## config.mk

```make
export PLATFORM = sky130hd
export DESIGN_NAME = reg_write_arbiter
export DESIGN_NICKNAME = d
export VERILOG_FILES = /design/src/rtl/reg_write_arbiter_pkg.sv /design/src/rtl/reg_write_arbiter_rr_arbiter2.sv /design/src/rtl/reg_write_arbiter.sv
export SDC_FILE = /design/constraint.sdc
export NUM_CORES = 1
export LEC_CHECK = 0
export CAP_MARGIN = 5
export CORE_MARGIN = 2
export CORE_UTILIZATION = 60
export DETAILED_ROUTE_END_ITERATION = 12
export DONT_BUFFER_PORTS = 1
export HOLD_SLACK_MARGIN = 0.12
export PLACE_DENSITY = 0.82
export SLEW_MARGIN = 15
export SYNTH_ARGS = -nofsm -noshare
export SYNTH_HDL_FRONTEND = slang
export SYNTH_HIERARCHICAL = 1
export SYNTH_SLANG_ARGS = --single-unit
```

## constraint.sdc

```tcl
create_clock -name clk -period 5.3 [get_ports clk]
set_clock_uncertainty 0.2 [all_clocks]
set_input_delay 0.795 -clock clk [delete_from_list [all_inputs] [get_ports clk]]
set_output_delay 0.795 -clock clk [all_outputs]
set_load 0.03 [all_outputs]
```

## src/rtl/reg_write_arbiter_pkg.sv

```systemverilog
// reg_write_arbiter_pkg: shared widths, register map and requester IDs for the write arbiter.
package reg_write_arbiter_pkg;
    localparam int ADDR_W = 7;
    localparam int DATA_W = 8;
    localparam int NUM_REGS = 5;
    localparam int ADDR_OUT_7_0 = 0;
    localparam int ADDR_OUT_15_8 = 1;
    localparam int ADDR_PWM_7_0 = 2;
    localparam int ADDR_PWM_15_8 = 3;
    localparam int ADDR_PWM_DUTY = 4;
    typedef enum logic {REQ_A = 1'b0, REQ_B = 1'b1} req_id_t;
endpackage

```

## src/rtl/reg_write_arbiter_rr_arbiter2.sv

```systemverilog
// rr_arbiter2: two-requester round-robin arbiter; the loser of a grant gets priority next.
module rr_arbiter2
    import reg_write_arbiter_pkg::*;
(
    input  logic    clk,
    input  logic    rst_n,
    input  logic    a_valid,
    input  logic    b_valid,
    output logic    a_grant,
    output logic    b_grant,
    output req_id_t last_grant
);
    localparam logic [0:0] PRIO_A = 1'b0;
    localparam logic [0:0] PRIO_B = 1'b1;
    logic [0:0] prio_q, prio_d;
    req_id_t last_q, last_d;
    always_comb begin
        a_grant = rst_n && a_valid && (!b_valid || prio_q == PRIO_A);
        b_grant = rst_n && b_valid && (!a_valid || prio_q == PRIO_B);
        prio_d = a_grant ? PRIO_B : b_grant ? PRIO_A : prio_q;
        last_d = a_grant ? REQ_A : b_grant ? REQ_B : last_q;
    end
    always_ff @(posedge clk) begin
        if (!rst_n) begin
            prio_q <= PRIO_A;
            last_q <= REQ_A;
        end else begin
            prio_q <= prio_d;
            last_q <= last_d;
        end
    end
    assign last_grant = last_q;
endmodule

```

## src/rtl/reg_write_arbiter.sv

```systemverilog
// reg_write_arbiter: arbitrates two register write ports into a five-register bank,
// optionally staging writes in a shadow copy that is published at PWM period end.
module reg_write_arbiter
    import reg_write_arbiter_pkg::*;
#(
    parameter int MAX_ADDR = 4,
    parameter int SYNC_UPDATE = 1
) (
    input  logic              clk,
    input  logic              rst_n,
    input  logic              a_valid,
    input  logic [ADDR_W-1:0] a_addr,
    input  logic [DATA_W-1:0] a_data,
    output logic              a_ready,
    input  logic              b_valid,
    input  logic [ADDR_W-1:0] b_addr,
    input  logic [DATA_W-1:0] b_data,
    output logic              b_ready,
    input  logic              period_end,
    output logic [DATA_W-1:0] en_reg_out_7_0,
    output logic [DATA_W-1:0] en_reg_out_15_8,
    output logic [DATA_W-1:0] en_reg_pwm_7_0,
    output logic [DATA_W-1:0] en_reg_pwm_15_8,
    output logic [DATA_W-1:0] pwm_duty_cycle,
    output logic              update_pending,
    output logic              addr_err,
    output logic              last_grant
);
    logic [DATA_W-1:0] shadow_q [NUM_REGS];
    logic [DATA_W-1:0] out_q [NUM_REGS];
    logic pending_q, pending_d, addr_err_q, addr_err_d;
    logic wr_en, wr_ok;
    logic [ADDR_W-1:0] wr_addr;
    logic [DATA_W-1:0] wr_data;
    req_id_t grant_id;

    rr_arbiter2 u_arb (
        .clk       (clk),
        .rst_n     (rst_n),
        .a_valid   (a_valid),
        .b_valid   (b_valid),
        .a_grant   (a_ready),
        .b_grant   (b_ready),
        .last_grant(grant_id)
    );

    always_comb begin
        wr_en = a_ready || b_ready;
        wr_addr = a_ready ? a_addr : b_addr;
        wr_data = a_ready ? a_data : b_data;
        wr_ok = wr_en && (wr_addr <= ADDR_W'(MAX_ADDR));
        addr_err_d = wr_en && !wr_ok;
        // a write on the same edge as period_end keeps the flag set for the next period
        pending_d = (SYNC_UPDATE != 0) && (wr_ok || (pending_q && !period_end));
    end

    always_ff @(posedge clk) begin
        if (!rst_n) begin
            for (int i = 0; i < NUM_REGS; i++) begin
                shadow_q[i] <= '0;
                out_q[i] <= '0;
            end
            pending_q <= 1'b0;
            addr_err_q <= 1'b0;
        end else begin
            pending_q <= pending_d;
            addr_err_q <= addr_err_d;
            if (SYNC_UPDATE != 0) begin
                if (period_end && pending_q) out_q <= shadow_q;
                for (int i = 0; i < NUM_REGS; i++)
                    if (wr_ok && wr_addr == ADDR_W'(i)) shadow_q[i] <= wr_data;
            end else begin
                for (int i = 0; i < NUM_REGS; i++)
                    if (wr_ok && wr_addr == ADDR_W'(i)) out_q[i] <= wr_data;
            end
        end
    end

    assign en_reg_out_7_0 = out_q[ADDR_OUT_7_0];
    assign en_reg_out_15_8 = out_q[ADDR_OUT_15_8];
    assign en_reg_pwm_7_0 = out_q[ADDR_PWM_7_0];
    assign en_reg_pwm_15_8 = out_q[ADDR_PWM_15_8];
    assign pwm_duty_cycle = out_q[ADDR_PWM_DUTY];
    assign update_pending = pending_q;
    assign addr_err = addr_err_q;
    assign last_grant = (grant_id == REQ_B);
endmodule
```

# Word-level counts from Yosys, hierarchy flattened
# Cells that the tools add are included.
# op_classes
magnitude_cmp,1
eq_ne,4
muxes,4
bitwise,2
n_reduce_logical,24
# op_table
op,n
equality test 7 x 2 -> 1 bit (second input constant),2
logical AND 1 bit,13
2-to-1 mux 8 bit,1
equality test 7 x 1 -> 1 bit (second input constant),1
equality test 7 x 3 -> 1 bit (second input constant),1
less-or-equal comparator 7 x 3 -> 1 bit (second input constant),1
zero test 7 bit,1
2-to-1 mux 7 bit,1
zero test 1 bit,4
logical OR 1 bit,4
2-to-1 mux 1 bit,2
NOT 1 bit,2
nonzero test 2 bit,1
OR reduction 2 bit,1
# totals
regBits,84
inputBits,35
out_inout_bits,45
word_cells,49

# Depth between registers and ports, before layout
# logic_depth
word_depth,8
depth_mapped,8
mapped_depth_nobuf,6

# Modules after synthesis
# The synthesis kept the hierarchy.
# modules_own_cells
module,n_inst,cells_each,area_per_inst_um2,seq_area_each_um2
reg_write_arbiter,1,350,3263.1,1641.6
rr_arbiter2,1,10,92.6,40.0

# Worst setup path after synthesis
# No wires, ideal clock.
# synth_timing
path_kind,input to register
from,input a_valid
to,register shadow_q[0] in the netlist's numbering
setup_time_ns,0.072
t_arrival_ns,3.015
required_ns,5.028
path_slack_ns,2.013
stages,7
path_buffers,1
path_cell_list,nand2_1 > a21oi_1 > buf_6 > or4b_1 > and2_4 > a2111oi_4 > mux2i_1
# synth_between
elab_chain_len,6
elab_cells_between_ends,12
classes_between,order compare: 1; eq/ne: 1; mux: 2; reduce/logical: 8
# synth_rtl
item,line_no,text
from (decl),reg_write_arbiter.sv:11,"input logic a_valid,"
logical AND 1 bit * (2 in a row),reg_write_arbiter_rr_arbiter2.sv:18,a_grant = rst_n && a_valid && (!b_valid || prio_q == PRIO_A);
named net a_ready,reg_write_arbiter.sv:14,"output logic a_ready,"
2-to-1 mux 7 bit,reg_write_arbiter.sv:49,wr_addr = a_ready ? a_addr : b_addr;
less-or-equal comparator 7 x 3 -> 1 bit,reg_write_arbiter.sv:51,wr_ok = wr_en && (wr_addr <= ADDR_W'(MAX_ADDR));
logical AND 1 bit,reg_write_arbiter.sv:51,
logical AND 1 bit,n/a,
"to (signal, indexed assignment)",reg_write_arbiter.sv:71,if (wr_ok && wr_addr == ADDR_W'(i)) shadow_q[i] <= wr_data;
to (decl),reg_write_arbiter.sv:29,logic [DATA_W-1:0] shadow_q [NUM_REGS];
# Mark *: on every way through the listed nets, which the timed path passes. The rest lies on a longest branch.
# A chain may end at the register's enable or synchronous reset.

# Worst setup path in the final report
# layout_timing
from,input a_valid
to,register shadow_q[39] in the netlist's numbering
# layout_between
elab_chain_len,6
elab_cells_between_ends,12
classes_between,order compare: 1; mux: 2; reduce/logical: 9
# layout_rtl
item,line_no
logical AND 1 bit or zero test 1 bit (tied branches),"reg_write_arbiter_rr_arbiter2.sv:18, reg_write_arbiter_rr_arbiter2.sv:19"
logical AND 1 bit or logical OR 1 bit (tied branches),"reg_write_arbiter_rr_arbiter2.sv:18, reg_write_arbiter_rr_arbiter2.sv:19"
2-to-1 mux 7 bit or logical AND 1 bit (tied branches),"reg_write_arbiter.sv:49, reg_write_arbiter_rr_arbiter2.sv:19"
less-or-equal comparator 7 x 3 -> 1 bit or logical OR 1 bit (tied branches),"reg_write_arbiter.sv:51, reg_write_arbiter.sv:48"
logical AND 1 bit,reg_write_arbiter.sv:51
logical AND 1 bit,n/a
# Parallel ways exist; a longest one is shown, timed or not.

==> Implementation_results.wiki <==
{| class="wikitable"
! Metric !! Value
|-
| Status || completed
|-
| Avg WL per Cell || 16.0 um
|-
| Largest cells by area after synthesis || sky130_fd_sc_hd__dfxtp_1 (50%), sky130_fd_sc_hd__nand2_1 (15%), sky130_fd_sc_hd__mux2i_1 (13%), sky130_fd_sc_hd__a21boi_0 (9.2%), sky130_fd_sc_hd__mux2_2 (2.7%)
|-
| Cell taking the most area after synthesis || sky130_fd_sc_hd__dfxtp_1
|-
| R2R depth || 6
|-
| Overflow left after global routing || 0
|-
| Diodes inserted || 0
|-
| Die Footprint || 6210 um2
|-
| Final routed DRC violation total || 0
|-
| Number of enable-type register cells in the synthesized netlist || 0
|-
| Number of antenna violations at the first check in global routing || 0
|-
| Worst path cell trace || nand2_1 -> a21oi_2 -> buf_4 -> or4b_1 -> o22ai_2 -> and4b_1 -> mux2i_1
|-
| Final slew viol count || 0
|-
| Fraction of layout instances using a drive strength above 1 || 9.80%
|-
| Ys flop type || sky130_fd_sc_hd__dfxtp_1
|-
| Critical Path Max Stage Delay || 0.56 ns
|-
| Worst-path cell with the longest stage delay || sky130_fd_sc_hd__or4b_1
|-
| Cell leakage power || 1.34 nW
|-
| Hold path depth || 2
|-
| Last weighted congestion value of the routability-driven placer || 0.815
|-
| I/O pin count || 80
|-
| Top cell types by occurrence after synthesis || sky130_fd_sc_hd__nand2_1 (130), sky130_fd_sc_hd__dfxtp_1 (84), sky130_fd_sc_hd__mux2i_1 (43)
|-
| Final worst setup slack || 2.44 ns
|-
| Router iterations before antenna repair || 4
|-
| Met1 track utilization from global routing || 26.6%
|-
| Initial detailed-routing violation count || 144
|-
| Path class of the lowest-slack min-delay path || reg -> reg
|-
| Nature of the critical path endpoint || flip-flop
|-
| Final-report setup violation count || 0
|-
| Clock buffer depth || 2
|-
| Number of buffers added for setup after CTS || 0
|-
| Hold Buf Count CTS || 0
|-
| Via count || 2368
|-
| Kind of critical path || in -> reg
|-
| Gr usage total || 23.0%
|-
| Syn_nets || 395
|-
| Wire length reported by the detailed router || 6.86 mm
|-
| Number of cells produced by synthesis || 360
|-
| Avg Cell Area, Syn || 9.32 um2
|-
| Type of element launching the critical path || primary input
|-
| Setup slack after placement || 2.12 ns
|-
| Final count of hold timing violations || 0
|-
| Part of the power in the clock network || 40.3%
|-
| Vias in the first global route || 2346
|-
| Share of flip-flops with an asynchronous set or reset after synthesis || 0%
|-
| Setup TNS Final || 0 ns
|-
| Proportion of power drawn by flip-flops and latches || 56.0%
|-
| Busiest layer in global routing || met2
|-
| GR Util met3 || 5.23%
|-
| First-pass GRT wire length || 11.1 mm
|-
| Combinational share of power || 3.8%
|-
| Number of max-cap violations || 0
|-
| Cell area after technology mapping || 3360 um2
|-
| Buffers added on ports || 0
|-
| Setup repair after global routing missed its margin || no
|-
| Area growth from synthesis to layout || 6.75%
|-
| Post-synth cell types || 32
|-
| Synthesized flop and latch total || 84
|-
| Clock sink count || 84
|-
| Max-slew headroom || 46.8%
|-
| Starting Density || 61.7%
|-
| Worst vdd ir || 0.000216 V
|-
| Die width || 78.8 um
|-
| Number of instances resized during post-cts repair || 0
|-
| Clock tree from TritonCTS || built
|-
| Core Region || 5440 um2
|-
| CTS root buf || sky130_fd_sc_hd__clkbuf_8
|-
| Final Critical Period || 2.86 ns
|-
| Post-route clock period utilization || 53.9%
|-
| Pin count of the biggest net entering global routing || 98
|-
| Mean number of vias per cell || 5.52
|-
| Worst EP required || 5.37 ns
|-
| Pwr per Cell Area || 317 nW/um2
|-
| Die Span Y || 78.8 um
|-
| Total clock buffers created by CTS || 9
|-
| Most numerous cell in the Yosys netlist || sky130_fd_sc_hd__nand2_1
|-
| Portion of the post-synthesis area used by sequential elements || 50.1%
|-
| Internal power || 0.893 mW
|-
| Transition time at the pin with the least slew margin || 0.798 ns
|-
| Fraction of power spent switching nets || 21.5%
|-
| Post-route antenna net violation count || 0
|-
| NumNets Final || 387
|-
| Clock transition at the registers of the reported paths || 0.08 ns
|-
| Net Switching || 0.244 mW
|-
| Warnings, synthesis || 6
|-
| Biggest fanout along the worst timing path || 20
|-
| Skew-Pair Late Insertion Delay || 0.34 ns
|-
| Std cell rows || 27
|-
| Met2 Use GR || 39.3%
|-
| H-tree depth reported by CTS || 3
|-
| Proportion of netlist area held by the largest area contributor || 50.1%
|-
| Worst Path Arrival || 2.93 ns
|-
| Hpwl dp || 4.50 mm
|-
| Fill cell count || 445
|-
| Maximum achievable frequency || 0.350 GHz
|}
power groups by stage:
stage                     Combinational [mW]  Clock (mW)  Sequential (mW)
after CTS                             0.0428       0.465            0.636
after floorplan                       0.0425           0            0.651
after global routing                  0.0455       0.493            0.637
final                                 0.0431       0.458            0.636
after detailed placement              0.0426           0            0.651
after global placement                0.0418           0            0.651
critical path: cells and delay by family:
kind | cells | cell delay (ns)
AND/OR/NAND/NOR | 3 | 1.16
AO/OA/AOI/OAI | 2 | 0.41
buffers and inverters | 1 | 0.31
multiplexers | 1 | 0.25
cell families after synthesis:
logic type,count (synthesis),synth area share (%)
DFF,84,50.1
AOI/OAI and AO/OA,47,11.2
buffers and inverters,22,2.76
and+or+nand+nor,156,20.4
muxes,51,15.5
state kept, by name, indices dropped and copies added (netlist names):
signal,flops
addr_err,1
en_reg_out_15_8,8
en_reg_out_7_0,8
en_reg_pwm_15_8,8
en_reg_pwm_7_0,8
pwm_duty_cycle,8
shadow_q,40
u_arb/last_grant,1
u_arb/prio_q,1
update_pending,1
per-layer routing:
metal	up-vias	part of all wire, %
met5	-	0
met1	1107	43
met3	17	4.9
met4	0	2.7
li1	1189	-
met2	55	50
metrics by stage:
step | hold slack, ns | util, % | total power, mW | std cells | area, um2
6_report | 0.260 | 65.9 | 1.14 | 429 | 3580
5_1_grt | 0.268 | 65.9 | 1.18 | 429 | 3580
4_1_cts | 0.261 | 65.9 | 1.14 | 429 | 3580
3_5_place_dp | 0.247 | 62.1 | 0.694 | 413 | 3380
3_3_place_gp | 0.245 | 62.1 | 0.693 | 413 | 3380
2_1_floorplan | 0.235 | - | 0.693 | 360 | 3360
cell type report:
class	count	area (um2)	area share, %
flip-flops and latches	84	1680	46.9
multi-input cells	254	1590	44.3
well taps	72	90.1	2.51
clock buffers	12	155	4.33
clock inverters	4	47.5	1.33
repair buffers	3	22.5	0.629
final timing paths:
kind	startpoint	endpoint	slack, ns
setup reg to reg	u_arb/prio_q$_SDFFE_PN0P_	shadow_q[39]$_SDFFE_PN0P_	2.58
hold reg to reg	shadow_q[35]$_SDFFE_PN0P_	shadow_q[35]$_SDFFE_PN0P_	0.26
hold / removal	shadow_q[35]$_SDFFE_PN0P_	shadow_q[35]$_SDFFE_PN0P_	0.26
setup / recovery	a_valid	shadow_q[39]$_SDFFE_PN0P_	2.44
cell usage in the layout, fill, tap and decap left out:
cell type / n
sky130_fd_sc_hd__a2111oi_4: 1
sky130_fd_sc_hd__a21boi_0: 41
sky130_fd_sc_hd__a21oi_1: 1
sky130_fd_sc_hd__a21oi_2: 1
sky130_fd_sc_hd__a222oi_1: 1
sky130_fd_sc_hd__a31o_1: 1
sky130_fd_sc_hd__and2_1: 2
sky130_fd_sc_hd__and2_4: 1
sky130_fd_sc_hd__and3_1: 2
sky130_fd_sc_hd__and3b_1: 1
sky130_fd_sc_hd__and4b_1: 1
sky130_fd_sc_hd__buf_4: 3
sky130_fd_sc_hd__bufinv_16: 1
sky130_fd_sc_hd__clkbuf_1: 1
sky130_fd_sc_hd__clkbuf_8: 11
sky130_fd_sc_hd__clkinv_2: 2
sky130_fd_sc_hd__clkinvlp_4: 1
sky130_fd_sc_hd__dfxtp_1: 84
sky130_fd_sc_hd__mux2_2: 8
sky130_fd_sc_hd__mux2i_1: 43
sky130_fd_sc_hd__nand2_1: 130
sky130_fd_sc_hd__nand2b_1: 2
sky130_fd_sc_hd__nand3_1: 2
sky130_fd_sc_hd__nand3_2: 1
sky130_fd_sc_hd__nand3b_1: 2
sky130_fd_sc_hd__nand4_1: 1
sky130_fd_sc_hd__nand4_2: 2
sky130_fd_sc_hd__nor2_1: 2
sky130_fd_sc_hd__nor2b_1: 1
sky130_fd_sc_hd__o22ai_2: 1
sky130_fd_sc_hd__or2_0: 1
sky130_fd_sc_hd__or3_1: 1
sky130_fd_sc_hd__or3b_1: 1
sky130_fd_sc_hd__or3b_2: 1
sky130_fd_sc_hd__or4_4: 1
sky130_fd_sc_hd__or4b_1: 1
Note: power is estimated with default switching activity, not from simulation.
